`config.mk`:
```
export PLATFORM = sky130hd
export DESIGN_NAME = gps_sweep_sequencer
export DESIGN_NICKNAME = d
export VERILOG_FILES = /design/src/rtl/gps_seq_pkg.sv /design/src/rtl/gps_seq_fifo.sv /design/src/rtl/gps_sweep_sequencer.sv
export SDC_FILE = /design/constraint.sdc
export NUM_CORES = 1
export LEC_CHECK = 0
export CORE_ASPECT_RATIO = 2
export CORE_MARGIN = 8
export CORE_UTILIZATION = 58
export CTS_BUF_LIST = sky130_fd_sc_hd__clkbuf_8
export DETAILED_ROUTE_END_ITERATION = 10
export DONT_BUFFER_PORTS = 1
export PLACE_DENSITY = 0.73
export SLEW_MARGIN = 20
export SYNTH_ARGS = -nofsm -noshare
export SYNTH_HDL_FRONTEND = slang
export SYNTH_SLANG_ARGS = --single-unit
```
`constraint.sdc`:
```
create_clock -name clk -period 16.3 [get_ports clk]
set_clock_uncertainty 0.2 [all_clocks]
set_input_delay 0 -clock clk [delete_from_list [all_inputs] [get_ports clk]]
set_output_delay 0 -clock clk [all_outputs]
set_load 0.02 [all_outputs]
```
`src/rtl/gps_seq_pkg.sv`:
```
// Shared types for the GPS sweep sequencer: FSM states, result entry layout
// and the SV wrap helper.
package gps_seq_pkg;

  localparam int SV_W   = 6;
  localparam int CA_W   = 13;
  localparam int CODE_W = 128;

  typedef enum logic [2:0] {
    IDLE  = 3'd0,
    LOAD  = 3'd1,
    ARM   = 3'd2,
    WAIT  = 3'd3,
    STORE = 3'd4
  } state_t;

  // 6 + 13 + 128 + 128 + 1 = 276 bits
  typedef struct packed {
    logic [SV_W-1:0]   sv;
    logic [CA_W-1:0]   ca;
    logic [CODE_W-1:0] p;
    logic [CODE_W-1:0] l;
    logic              err;
  } entry_t;

  function automatic logic [SV_W-1:0] sv_next(input logic [SV_W-1:0] cur,
                                               input logic [SV_W-1:0] sv_max);
    return (cur >= sv_max) ? SV_W'(1) : cur + SV_W'(1);
  endfunction

endpackage

```
`src/rtl/gps_seq_fifo.sv`:
```
// First-word-fall-through result FIFO; head fields read as zero while empty.
module gps_seq_fifo
  import gps_seq_pkg::*;
#(
  parameter int DEPTH = 4
) (
  input  logic                   clk,
  input  logic                   rst,
  input  logic                   push,
  input  entry_t                 din,
  input  logic                   pop,
  output entry_t                 head,
  output logic                   valid,
  output logic [$clog2(DEPTH):0] count
);

  localparam int AW = $clog2(DEPTH);
  localparam int CW = AW + 1;
  localparam logic [CW-1:0] FULL = CW'(DEPTH);

  entry_t        mem [DEPTH];
  logic [AW-1:0] wr_ptr;
  logic [AW-1:0] rd_ptr;
  logic          do_push;
  logic          do_pop;

  assign valid   = (count != '0);
  assign do_push = push && (count != FULL);
  assign do_pop  = pop && valid;
  assign head    = valid ? mem[rd_ptr] : '0;

  always_ff @(posedge clk) begin
    if (do_push) mem[wr_ptr] <= din;
  end

  // Pointers wrap naturally because DEPTH is a power of two.
  always_ff @(posedge clk) begin
    if (rst) begin
      wr_ptr <= '0;
      rd_ptr <= '0;
      count  <= '0;
    end else begin
      if (do_push) wr_ptr <= wr_ptr + AW'(1);
      if (do_pop)  rd_ptr <= rd_ptr + AW'(1);
      case ({do_push, do_pop})
        2'b10:   count <= count + CW'(1);
        2'b01:   count <= count - CW'(1);
        default: count <= count;
      endcase
    end
  end

endmodule

```
`src/rtl/gps_sweep_sequencer.sv`:
```
// Sweeps a range of GPS SVs, one code-generation round each, buffering results.
// Optional per-round wait limit enabled by defining GPS_SEQ_TIMEOUT_EN.
module gps_sweep_sequencer
  import gps_seq_pkg::*;
#(
  parameter int SV_MAX      = 37,
  parameter int SETTLE_CYC  = 4,
  parameter int FIFO_DEPTH  = 4,
  parameter int TIMEOUT_CYC = 1024
) (
  input  logic                        clk,
  input  logic                        sync_rst_in,
  input  logic                        go,
  input  logic                        abort,
  input  logic [SV_W-1:0]             first_sv,
  input  logic [SV_W-1:0]             last_sv,
  output logic                        busy,
  output logic                        done,
  output logic                        cfg_err,
  output logic [SV_W-1:0]             sv_num,
  output logic                        startRound,
  input  logic [CA_W-1:0]             ca_code,
  input  logic [CODE_W-1:0]           p_code,
  input  logic [CODE_W-1:0]           l_code,
  input  logic                        l_code_valid,
  input  logic                        res_rd,
  output logic                        res_valid,
  output logic [SV_W-1:0]             res_sv,
  output logic [CA_W-1:0]             res_ca,
  output logic [CODE_W-1:0]           res_p,
  output logic [CODE_W-1:0]           res_l,
  output logic                        res_err,
  output logic [$clog2(FIFO_DEPTH):0] res_count,
  output state_t                      fsm_state
);

  localparam int CW    = $clog2(FIFO_DEPTH) + 1;
  localparam int SET_W = $clog2(SETTLE_CYC);
  localparam logic [CW-1:0]    FULL   = CW'(FIFO_DEPTH);
  localparam logic [SV_W-1:0]  SV_LIM = SV_W'(SV_MAX);
  localparam logic [SET_W-1:0] SET_LAST = SET_W'(SETTLE_CYC - 1);

  state_t           state;
  logic [SV_W-1:0]  cur;
  logic [SV_W-1:0]  last;
  logic [SET_W-1:0] settle_cnt;
  logic             abort_pend;
  entry_t           entry_q;
  entry_t           head;
  logic             legal;
  logic             abort_now;

`ifdef GPS_SEQ_TIMEOUT_EN
  localparam int TW = $clog2(TIMEOUT_CYC + 1);
  localparam logic [TW-1:0] T_LAST = TW'(TIMEOUT_CYC - 1);
  logic [TW-1:0] tcnt;
`else
  localparam int unused_timeout = TIMEOUT_CYC;
`endif

  assign legal = (first_sv != '0) && (first_sv <= SV_LIM) &&
                 (last_sv  != '0) && (last_sv  <= SV_LIM);
  assign abort_now = abort || abort_pend;
  assign fsm_state = state;

  // Valid/ready: an entry is pushed only in STORE, and ARM never launches a
  // round unless a slot is free, so a push never meets a full FIFO.
  always_ff @(posedge clk) begin
    if (sync_rst_in) begin
      state      <= IDLE;
      cur        <= '0;
      last       <= '0;
      settle_cnt <= '0;
      abort_pend <= 1'b0;
      entry_q    <= '0;
      sv_num     <= '0;
      startRound <= 1'b0;
      busy       <= 1'b0;
      done       <= 1'b0;
      cfg_err    <= 1'b0;
`ifdef GPS_SEQ_TIMEOUT_EN
      tcnt       <= '0;
`endif
    end else begin
      done    <= 1'b0;
      cfg_err <= 1'b0;
      if (abort && state != IDLE) abort_pend <= 1'b1;
      case (state)
        IDLE: begin
          abort_pend <= 1'b0;
          if (go) begin
            if (legal) begin
              cur        <= first_sv;
              last       <= last_sv;
              sv_num     <= first_sv;
              settle_cnt <= '0;
              busy       <= 1'b1;
              state      <= LOAD;
            end else begin
              cfg_err <= 1'b1;
            end
          end
        end
        LOAD: begin
          if (abort_now) begin
            startRound <= 1'b0;
            done       <= 1'b1;
            busy       <= 1'b0;
            abort_pend <= 1'b0;
            state      <= IDLE;
          end else if (settle_cnt == SET_LAST) begin
            state <= ARM;
          end else begin
            settle_cnt <= settle_cnt + SET_W'(1);
          end
        end
        ARM: begin
          if (abort_now) begin
            startRound <= 1'b0;
            done       <= 1'b1;
            busy       <= 1'b0;
            abort_pend <= 1'b0;
            state      <= IDLE;
          end else if (res_count != FULL) begin
            startRound <= 1'b1;
            state      <= WAIT;
`ifdef GPS_SEQ_TIMEOUT_EN
            tcnt       <= '0;
`endif
          end
        end
        WAIT: begin
          if (l_code_valid) begin
            entry_q    <= '{sv: cur, ca: ca_code, p: p_code, l: l_code, err: 1'b0};
            startRound <= 1'b0;
            state      <= STORE;
          end
`ifdef GPS_SEQ_TIMEOUT_EN
          else if (tcnt == T_LAST) begin
            entry_q    <= '{sv: cur, ca: '0, p: '0, l: '0, err: 1'b1};
            startRound <= 1'b0;
            state      <= STORE;
          end else begin
            tcnt <= tcnt + TW'(1);
          end
`endif
        end
        STORE: begin
          if (cur == last || abort_now) begin
            done       <= 1'b1;
            busy       <= 1'b0;
            abort_pend <= 1'b0;
            state      <= IDLE;
          end else begin
            cur        <= sv_next(cur, SV_LIM);
            sv_num     <= sv_next(cur, SV_LIM);
            settle_cnt <= '0;
            state      <= LOAD;
          end
        end
        default: state <= IDLE;
      endcase
    end
  end

  gps_seq_fifo #(.DEPTH(FIFO_DEPTH)) u_fifo (
    .clk   (clk),
    .rst   (sync_rst_in),
    .push  (state == STORE),
    .din   (entry_q),
    .pop   (res_rd),
    .head  (head),
    .valid (res_valid),
    .count (res_count)
  );

  assign res_sv = head.sv;
  assign res_ca = head.ca;
  assign res_p  = head.p;
  assign res_l  = head.l;

`ifdef GPS_SEQ_TIMEOUT_EN
  assign res_err = head.err;
`else
  logic unused_err;
  assign unused_err = head.err;
  assign res_err    = 1'b0;
`endif

endmodule

```
==> impl_metrics.json <==
{
  "start_kind": "flip-flop",
  "grt_pass1_wl_mm": 192,
  "cts_buffer_depth": 3,
  "worst_slew_pin_slew_ns": 1.13,
  "max_stage_delay_ns": 0.94,
  "io_buffers": 0,
  "maxSlewViolCount": 0,
  "routed_wl_mm": 130,
  "synth_edf_count": 1100,
  "die-area_um2": 101000,
  "coreArea_um2": 90000,
  "relSlewSlack_pct": 24.8,
  "crit_path_frequent_cell": "buf_4",
  "grtUsageTotal_pct": 24.8,
  "path_clk_slew_ns": 0.07,
  "overflow": 0,
  "most-common-layout-cells": "1100 x edfxtp_1, 627 x dlygate4sd3_1, 562 x nand2_1, 304 x dfxtp_1, 283 x a21oi_1",
  "crit_family": "buffers and inverters",
  "arrival_ns": 6.11,
  "post_cts_buffers": 0,
  "cts_tree": "yes",
  "numCtsBuffers": 182,
  "drc": 0,
  "fin_area_um2": 63600,
  "ys_ff_latch": 1406,
  "p_seq_share_pct": 58.5,
  "ys_warn_count": 0,
  "vias": 30500,
  "seqCellArea_um2": 39200,
  "die_w_um": 229,
  "swShare_pct": 20.5,
  "io-pin-count": 580,
  "drive_gt1_share_pct": 14.9,
  "tns_ns": 0,
  "first_pass_iters": 6,
  "hold_viol": 0,
  "p_leak_uw": 0.0216,
  "wire_per_inst_um": 25.1,
  "synth_nets": 3448,
  "nFillCells": 5410,
  "async_flop_share_pct": 0,
  "postRouteAntennaNets": 0,
  "root_buffer": "clkbuf_8",
  "p_int_uw": 5190,
  "hold_class": "input port to flip-flop",
  "yosysSeqAreaShare_pct": 74.6,
  "clkPwrFrac_pct": 39.9,
  "antenna_found_initial": 22,
  "worstPathRequired_ns": 16.57,
  "path_cells": "nand2_1 -> a21oi_1 -> and2_4 -> buf_4 -> buf_4 -> buf_4",
  "status": "complete, no violations",
  "clkLatencyLatePin_ns": 0.90,
  "crit_type": "flip-flop to flip-flop",
  "synth_cell_types": 49,
  "setup.worst_path.end_class": "flip-flop",
  "path_max_fanout": 68,
  "avgSynthCellArea_um2": 16.7,
  "powerDensity_nw_per_um2": 103,
  "fin_nets": 4097,
  "rows": 156,
  "multi_input_area_um2": 12500,
  "drt_iter0_drc": 2933,
  "cts.hold.buffers_added": 627,
  "final_common_cell": "edfxtp_1",
  "gp_congestion": 0.805,
  "place_area_um2": 53400,
  "clkSinkCount": 1406,
  "die_h_um": 441,
  "power_frac_comb_pct": 1.7,
  "grt_max_degree": 310,
  "min_period_ns": 5.83,
  "syn_to_final_growth_pct": 21.2,
  "syn_inst": 3151,
  "p_switching_uw": 1340,
  "setup_viol": 0,
  "first_global_vias": 31400,
  "ir_drop_mv": 0.103,
  "ys.flop_type": "edfxtp_1",
  "place_hpwl_mm": 68.7,
  "cts_resized": 0,
  "start_util_pct": 58.3,
  "cap_violations": 0,
  "viasPerCell": 5.90,
  "rsz0062_at_grt": "false",
  "fin_crit_sh_pct": 35.8,
  "syn-cell-area_um2": 52500,
  "max_freq_mhz": 171,
  "path_buf_inv": 3,
  "cts_max_level": 4,
  "slowest_stage": "buf_4"
}
==> cells by family after synthesis <==
logic type | after synthesis | share of synthesized area (%)
other cells | 1 | 0.00714
fa+ha+maj | 10 | 0.253
buf+inv | 210 | 1.69
flops | 1406 | 74.6
simple gates | 908 | 8.02
mux | 283 | 12.0
xor+xnor | 14 | 0.234
compound gates | 319 | 3.24
==> area by class of cell <==
cell class,instances,area share [%]
inverter,13,0.0767
clock buffer,207,4.48
timing repair buffer,662,10.5
antenna,20,0.0787
sequential,1406,61.6
clock inverter,133,1.37
tap,1185,2.33
multi-input combinational,1535,19.6
==> synthesized netlist by cell type, drive strengths merged (6+ instances only) <==
cell type,n,area (um2)
dfxtp,306,6130
buf,81,403
nor3,7,35.0
mux2i,7,70.1
xor2,9,78.8
clkbuf,116,435
nand2,562,2110
mux4,275,6190
and2,280,1750
ha,9,113
nor2,29,109
inv,13,48.8
edfxtp,1100,33000
nor2b,6,37.5
o21ai,6,30.0
a21oi,283,1420
==> state kept, by name (all words and copies together), names as in the netlist, 2 cells and up, named ones only <==
| signal | cells |
|---|---|
| u_fifo.mem | 1100 |
| cur | 6 |
| u_fifo.count | 3 |
| u_fifo.rd_ptr | 2 |
| fsm_state | 3 |
| u_fifo.wr_ptr | 2 |
| settle_cnt | 2 |
| last | 6 |
| entry_q | 275 |
==> metrics by stage <==
step                std cells  worst slack (ns)  hold WS [ns]  utilization [%]  total power, uW
CTS                      5137             10.62        0.0268             70.5             6560
finish                   5161             10.47         0.158             70.7             6530
global placement         4170             10.72       -0.0958             59.4             3910
global route             5151             10.19         0.113             70.6             6730
floorplan                3151              8.06       -0.0737                -             3920
detailed placement       4170             10.64       -0.0930             59.4             3910
==> tightest hold or removal path, stage by stage <==
cell	delay, ns
dlygate4sd3_1	0.54
nand2_1	0.06
dlygate4sd3_1	0.53
a21oi_1	0.06
==> routing by layer <==
layer / part of all wire, % / global-route usage (%)
met2: 47 / 39.0
met5: 0.079 / 0
met1: 39 / 33.0
met3: 11 / 8.74
met4: 2.5 / 7.23
==> worst paths after layout <==
check	from	endpoint	slack, ns	cells past startpoint
hold reg to reg	entry_q[37]$_SDFFE_PP0P_	u_fifo.mem[0][36]$_DFFE_PP_	0.29	0
hold / removal	p_code[33]	entry_q[162]$_SDFFE_PP0P_	0.16	4
setup / recovery	fsm_state[2]$_SDFFE_PP0P_	u_fifo.mem[2][40]$_DFFE_PP_	10.47	6
setup reg to reg	fsm_state[2]$_SDFFE_PP0P_	u_fifo.mem[2][40]$_DFFE_PP_	10.47	6
==> power by group through the flow <==
stage	registers, uW	logic (uW)	clock network, uW
final	3820	108	2600
after global routing	3820	112	2800
after CTS	3820	99.7	2640
after detailed placement	3900	17.3	0
after global placement	3900	16.8	0
after floorplan	3890	26.2	0
Note: power is estimated with default switching activity, not from simulation.
